--- src/rtl/uart_pkg.sv ---
// Shared UART definitions: receiver FSM state encoding and 8N1 line levels.
// The transmitter is expected to pick up the same constants.
package uart_pkg;

    localparam int   DATA_BITS   = 8;
    localparam logic IDLE_LEVEL  = 1'b1;
    localparam logic START_LEVEL = 1'b0;

    typedef enum logic [2:0] {
        IDLE  = 3'd0,
        START = 3'd1,
        DATA  = 3'd2,
        STOP  = 3'd3,
        BREAK = 3'd4
    } uart_state_e;

endpackage

--- src/rtl/uart_sync2.sv ---
// Two-flop synchronizer for an asynchronous single-bit input.
// Resets to the idle line level so a held reset never looks like a start bit.
module uart_sync2
    import uart_pkg::*;
(
    input  logic clk,
    input  logic rst_n,
    input  logic d_async,
    output logic q_sync
);

    logic meta_q;
    logic sync_q;
    logic meta_d;
    logic sync_d;

    always_comb begin
        meta_d = d_async;
        sync_d = meta_q;
    end

    always_ff @(posedge clk or negedge rst_n) begin
        if (!rst_n) begin
            meta_q <= IDLE_LEVEL;
            sync_q <= IDLE_LEVEL;
        end else begin
            meta_q <= meta_d;
            sync_q <= sync_d;
        end
    end

    assign q_sync = sync_q;

endmodule

--- src/rtl/uart_rx.sv ---
// 8N1 serial receiver: synchronized line, mid-bit sampling, one-cycle valid/frame_err strobes.
//   state | meaning
//   IDLE  | line idle, waiting for rx_s low
//   START | half-bit wait, then confirm start bit (high -> glitch, back to IDLE)
//   DATA  | sample one data bit every CLK_PER_BIT cycles, LSB first
//   STOP  | sample stop bit; 1 -> deliver byte, 0 -> framing error
//   BREAK | line stuck low after a framing error; wait for it to go high
module uart_rx
    import uart_pkg::*;
#(
    parameter int CLK_PER_BIT = 4
) (
    input  logic       clk,
    input  logic       rst_n,
    input  logic       rx,
    output logic [7:0] data_out,
    output logic       valid,
    output logic       busy,
    output logic       frame_err
);

    localparam int HALF_BIT = CLK_PER_BIT / 2;
    localparam int CNT_W    = $clog2(CLK_PER_BIT);

    // Bit timer is a down-counter; loads are period-1 so the terminal count marks the sample cycle.
    localparam logic [CNT_W-1:0] BIT_LOAD  = CNT_W'(CLK_PER_BIT - 1);
    localparam logic [CNT_W-1:0] HALF_LOAD = CNT_W'(HALF_BIT - 1);
    localparam logic [2:0]       LAST_IDX  = 3'(DATA_BITS - 1);

    logic rx_s;

    uart_state_e            state_q, state_d;
    logic [CNT_W-1:0]       cnt_q, cnt_d;
    logic [2:0]             idx_q, idx_d;
    logic [DATA_BITS-1:0]   shift_q, shift_d;
    logic [DATA_BITS-1:0]   data_q, data_d;
    logic                   valid_q, valid_d;
    logic                   ferr_q, ferr_d;
    logic                   cnt_tc;

    uart_sync2 u_sync_rx (
        .clk     (clk),
        .rst_n   (rst_n),
        .d_async (rx),
        .q_sync  (rx_s)
    );

    assign cnt_tc = (cnt_q == '0);

    always_comb begin
        state_d = state_q;
        cnt_d   = cnt_q;
        idx_d   = idx_q;
        shift_d = shift_q;
        data_d  = data_q;
        valid_d = 1'b0;
        ferr_d  = 1'b0;

        unique case (state_q)
            IDLE: begin
                if (rx_s == START_LEVEL) begin
                    state_d = START;
                    cnt_d   = HALF_LOAD;
                end
            end
            START: begin
                if (!cnt_tc) begin
                    cnt_d = cnt_q - 1'b1;
                end else if (rx_s == START_LEVEL) begin
                    state_d = DATA;
                    cnt_d   = BIT_LOAD;
                    idx_d   = '0;
                end else begin
                    state_d = IDLE;
                end
            end
            DATA: begin
                if (!cnt_tc) begin
                    cnt_d = cnt_q - 1'b1;
                end else begin
                    shift_d[idx_q] = rx_s;
                    cnt_d          = BIT_LOAD;
                    idx_d          = idx_q + 1'b1;
                    if (idx_q == LAST_IDX) begin
                        state_d = STOP;
                    end
                end
            end
            STOP: begin
                // Leaving mid stop bit lets a back-to-back start edge be caught on time.
                if (!cnt_tc) begin
                    cnt_d = cnt_q - 1'b1;
                end else if (rx_s == IDLE_LEVEL) begin
                    data_d  = shift_q;
                    valid_d = 1'b1;
                    state_d = IDLE;
                end else begin
                    ferr_d  = 1'b1;
                    state_d = BREAK;
                end
            end
            BREAK: begin
                if (rx_s == IDLE_LEVEL) begin
                    state_d = IDLE;
                end
            end
            default: begin
                state_d = IDLE;
            end
        endcase
    end

    always_ff @(posedge clk or negedge rst_n) begin
        if (!rst_n) begin
            state_q <= IDLE;
            cnt_q   <= '0;
            idx_q   <= '0;
            shift_q <= '0;
            data_q  <= '0;
            valid_q <= 1'b0;
            ferr_q  <= 1'b0;
        end else begin
            state_q <= state_d;
            cnt_q   <= cnt_d;
            idx_q   <= idx_d;
            shift_q <= shift_d;
            data_q  <= data_d;
            valid_q <= valid_d;
            ferr_q  <= ferr_d;
        end
    end

    assign data_out  = data_q;
    assign valid     = valid_q;
    assign frame_err = ferr_q;
    assign busy      = (state_q != IDLE);

endmodule

--- config.mk ---
export PLATFORM = sky130hd
export DESIGN_NAME = uart_rx
export DESIGN_NICKNAME = d
export VERILOG_FILES = /design/src/rtl/uart_pkg.sv /design/src/rtl/uart_sync2.sv /design/src/rtl/uart_rx.sv
export SDC_FILE = /design/constraint.sdc
export NUM_CORES = 1
export LEC_CHECK = 0
export ABC_CLOCK_PERIOD_IN_PS = 5060
export BUFFER_PORTS_ARGS = -buffer_cell sky130_fd_sc_hd__buf_4
export CAP_MARGIN = 20
export CORE_ASPECT_RATIO = 0.6
export CORE_UTILIZATION = 50
export CTS_CLUSTER_SIZE = 24
export DETAILED_ROUTE_END_ITERATION = 6
export PLACE_DENSITY = 0.71
export SLEW_MARGIN = 15
export SYNTH_ARGS = -nofsm -noshare
export SYNTH_HDL_FRONTEND = slang
export SYNTH_SLANG_ARGS = --single-unit
export TNS_END_PERCENT = 50
--- constraint.sdc ---
create_clock -name clk -period 5.06 [get_ports clk]
set_input_delay 0 -clock clk [delete_from_list [all_inputs] [get_ports clk]]
set_output_delay 0 -clock clk [all_outputs]
set_load 0.01 [all_outputs]
==> flow_metrics.env <==
export IMPL_outcome="finished, final reports clean"
export IMPL_syn_nets=113
export IMPL_wl_per_cell_um=15.2
export IMPL_fin_worst_skew_ns=0.0134
export IMPL_maxCapViolCount=0
export IMPL_cpMaxStageDelayCell="or2_1"
export IMPL_synth_warnings=0
export IMPL_syn_inst=106
export IMPL_grt_overflow_total=0
export IMPL_start_kind="flop"
export IMPL_post_route_period_util_pct=36.5
export IMPL_post_cts_resized=0
export IMPL_cp_cell_sequence="inv_1 > ha_1 > nand4b_1 > or2_1 > mux2_4"
export IMPL_reg2reg_from="cnt_q[1]"
export IMPL_finalNonFillerCells=149
export IMPL_start_util_pct=53.2
export IMPL_path_buf_inv=1
export IMPL_wirelength_mm=2.27
export IMPL_clkTransAtPathRegs_ns=0.10
export IMPL_period_minus_slack_ns=1.85
export IMPL_numCtsBuffers=3
export IMPL_worst_r2r_setup_slack_ns=3.21
export IMPL_synth_async_reset_ratio_pct=100
export IMPL_crit_start="cnt_q[1]"
export IMPL_cts_tree="built"
export IMPL_synth_area_leaders="dfrtp_1 49%, mux2_4 9.0%, mux2_1 6.7%, dfstp_2 3.9%, ha_1 3.7%"
export IMPL_post_drt_via_cell_ratio=5.63
export IMPL_die_width_um=68.9
export IMPL_grt_pass1_wl_mm=3.90
export IMPL_antenna_cells=0
export IMPL_grt_max_degree=29
export IMPL_synthTopCellsByCount="26 x dfrtp_1, 8 x mux2_1, 8 x mux2_4"
export IMPL_die_area_um2=2900
export IMPL_antenna_found_initial=0
export IMPL_yosysTopAreaCellShare_pct=48.5
export IMPL_worst_ep_arrival_time_ns=2.01
export IMPL_dp_hpwl_mm=1.56
export IMPL_cts_root_buf="clkbuf_8"
export IMPL_crit_type="reg -> reg"
export IMPL_pre_cts_slack_ns=3.20
export IMPL_maxSlewHeadroom_pct=64.7
export IMPL_fillers=221
export IMPL_fin_total_pwr_mw=0.664
export IMPL_nets=125
export IMPL_area_growth_pct=12.1
export IMPL_placed_area_um2=1440
export IMPL_ys_ff_latch=28
export IMPL_rr_worst_depth=5
export IMPL_final_layout_size_suffix_gt1_share_pct=24.8
export IMPL_register_area_um2=703
export IMPL_end_kind="flop"
export IMPL_cpLargestDelayFamily="simple AND/OR/NAND/NOR gates"
export IMPL_yosys_most_used_dff="dfrtp_1"
export IMPL_vias=839
export IMPL_first_pass_iters=4
export IMPL_path_depth=5
export IMPL_num_rows=14
export IMPL_clockBufferDepth=2
export IMPL_drt_first_iter_violations=65
export IMPL_leakage_nw=0.753
export IMPL_ir_worst_vdd_uv=271
export IMPL_fin_ws_ns=3.21
export IMPL_die_h_um=42.1
export IMPL_hp_class="in -> async"
export IMPL_seq_area_frac_synth_pct=52.4
export IMPL_place_inst=143
export IMPL_clock_sinks=28
export IMPL_yosysUniqueCellTypes=37
export IMPL_critPathCapture="data_out[0]"
export IMPL_drv_slew=0
export IMPL_synth_edf_count=0
export IMPL_clkLatencyLatePin_ns=0.28
export IMPL_max_freq_ghz=0.542
export IMPL_post_cts_setup_buffer_count=0
export IMPL_yosysTopAreaCell="dfrtp_1"
export IMPL_worst_pin_slew_ns=0.530
export IMPL_coreArea_um2=2520
export IMPL_rsz0062_at_grt="no"
export IMPL_cpPeakStageDelay_ns=0.45
export IMPL_htreeDepth=1
export IMPL_r2r_end="data_out[0]"
export IMPL_cp_max_fo=9
export IMPL_gp_congestion=0.807
export IMPL_hold_viol_final=0
export IMPL_grt_pass1_vias=827
export IMPL_io_buffers=13
export IMPL_fin_setup_tns_ns=0
export IMPL_powerDensity_nw_per_um2=441
export IMPL_avgSynthCellArea_um2=12.7
export IMPL_grtUsageTotal_pct=19.0
export IMPL_critPathRequiredTime_ns=5.22
export IMPL_drc_errors=0
export IMPL_yosysMostFrequentCell="dfrtp_1"
export IMPL_io_pin_count=14
export IMPL_fin_area_um2=1500
export IMPL_setup_viol=0
export IMPL_netlist_area_um2=1340
export IMPL_multi_input_area_um2=579
export IMPL_antenna_left=0
-- how the worst min path moves through the flow --
| stage | startpoint | end | slack, ns | cells past startpoint |
|---|---|---|---|---|
| after floorplan | rst_n | cnt_q[0] | -0.30 | 0 |
| after global placement | rst_n | data_out[7] | -0.07 | 1 |
| final | rst_n | data_out[5] | 0.17 | 2 |
| after global routing | rst_n | data_out[7] | 0.19 | 2 |
| after CTS | rst_n | data_out[3] | 0.18 | 2 |
| after detailed placement | rst_n | data_out[3] | -0.06 | 1 |
-- state kept, by name (all words and copies together), names as in the netlist --
register / cells
idx_q: 3
frame_err: 1
shift_q: 8
cnt_q: 2
u_sync_rx.q_sync: 1
state_q: 3
u_sync_rx.meta_q: 1
data_out: 8
valid: 1
-- through the flow --
step / hold slack, ns / utilization (%)
global route: 0.186 / 59.6
floorplan: -0.296 / -
finish: 0.166 / 59.6
global placement: -0.0712 / 57.0
detailed placement: -0.0637 / 57.0
CTS: 0.185 / 59.6
-- cells by family (layout without fill, tap and decap cells) --
group                    Yosys count  after routing  share of synthesized area [%]
adder cells (fa/ha/maj)            4              4                           3.73
AND/OR/NAND/NOR                   29             29                           14.5
multiplexers                      19             19                           18.1
buffers and inverters             13             24                           4.38
AO/OA/AOI/OAI                     13             13                           6.90
flip-flops                        28             28                           52.4
-- cell type report --
type                    count  share of cell area, %
repair buffers             15                   7.82
inverters                   5                   1.25
flip-flops and latches     28                   46.8
well taps                  32                   2.66
clock buffers               4                   3.00
multi-input cells          65                   38.5
-- placed cells by master, fill, tap and decap left out, drive strengths merged, types with 2 or more instances in the layout --
cell type / instances
nand4b: 3
a21oi: 3
nand4bb: 2
mux2: 18
ha: 4
nand2: 5
a22o: 2
clkbuf: 4
inv: 5
a311oi: 2
o21ai: 2
dlygate4sd3: 2
dfstp: 2
nor2: 5
nand2b: 2
buf: 13
nor4b: 2
dfrtp: 26
-- what timing repair did --
action                                  CTS  global route
endpoints found under the setup margin    0             0
hold endpoints to repair                 29             0
hold buffers                              2             0
-- power by group --
| group | internal (mW) | total (mW) | switching, mW |
|---|---|---|---|
| logic | 0.114 | 0.202 | 0.0871 |
| clock network | 0.0565 | 0.125 | 0.0682 |
| registers | 0.270 | 0.338 | 0.0673 |
| total | 0.441 | 0.664 | 0.223 |
-- routing by layer --
layer	wire length, um	part of all wire, %	vias to the layer above	GRT usage, %
met5	0	0	-	0
met4	40	1.8	0	6.94
met3	141	6.2	7	7.61
met2	961	42	27	26.6
met1	1130	50	404	26.2
li1	-	-	401	-
Note: power is estimated with default switching activity, not from simulation.
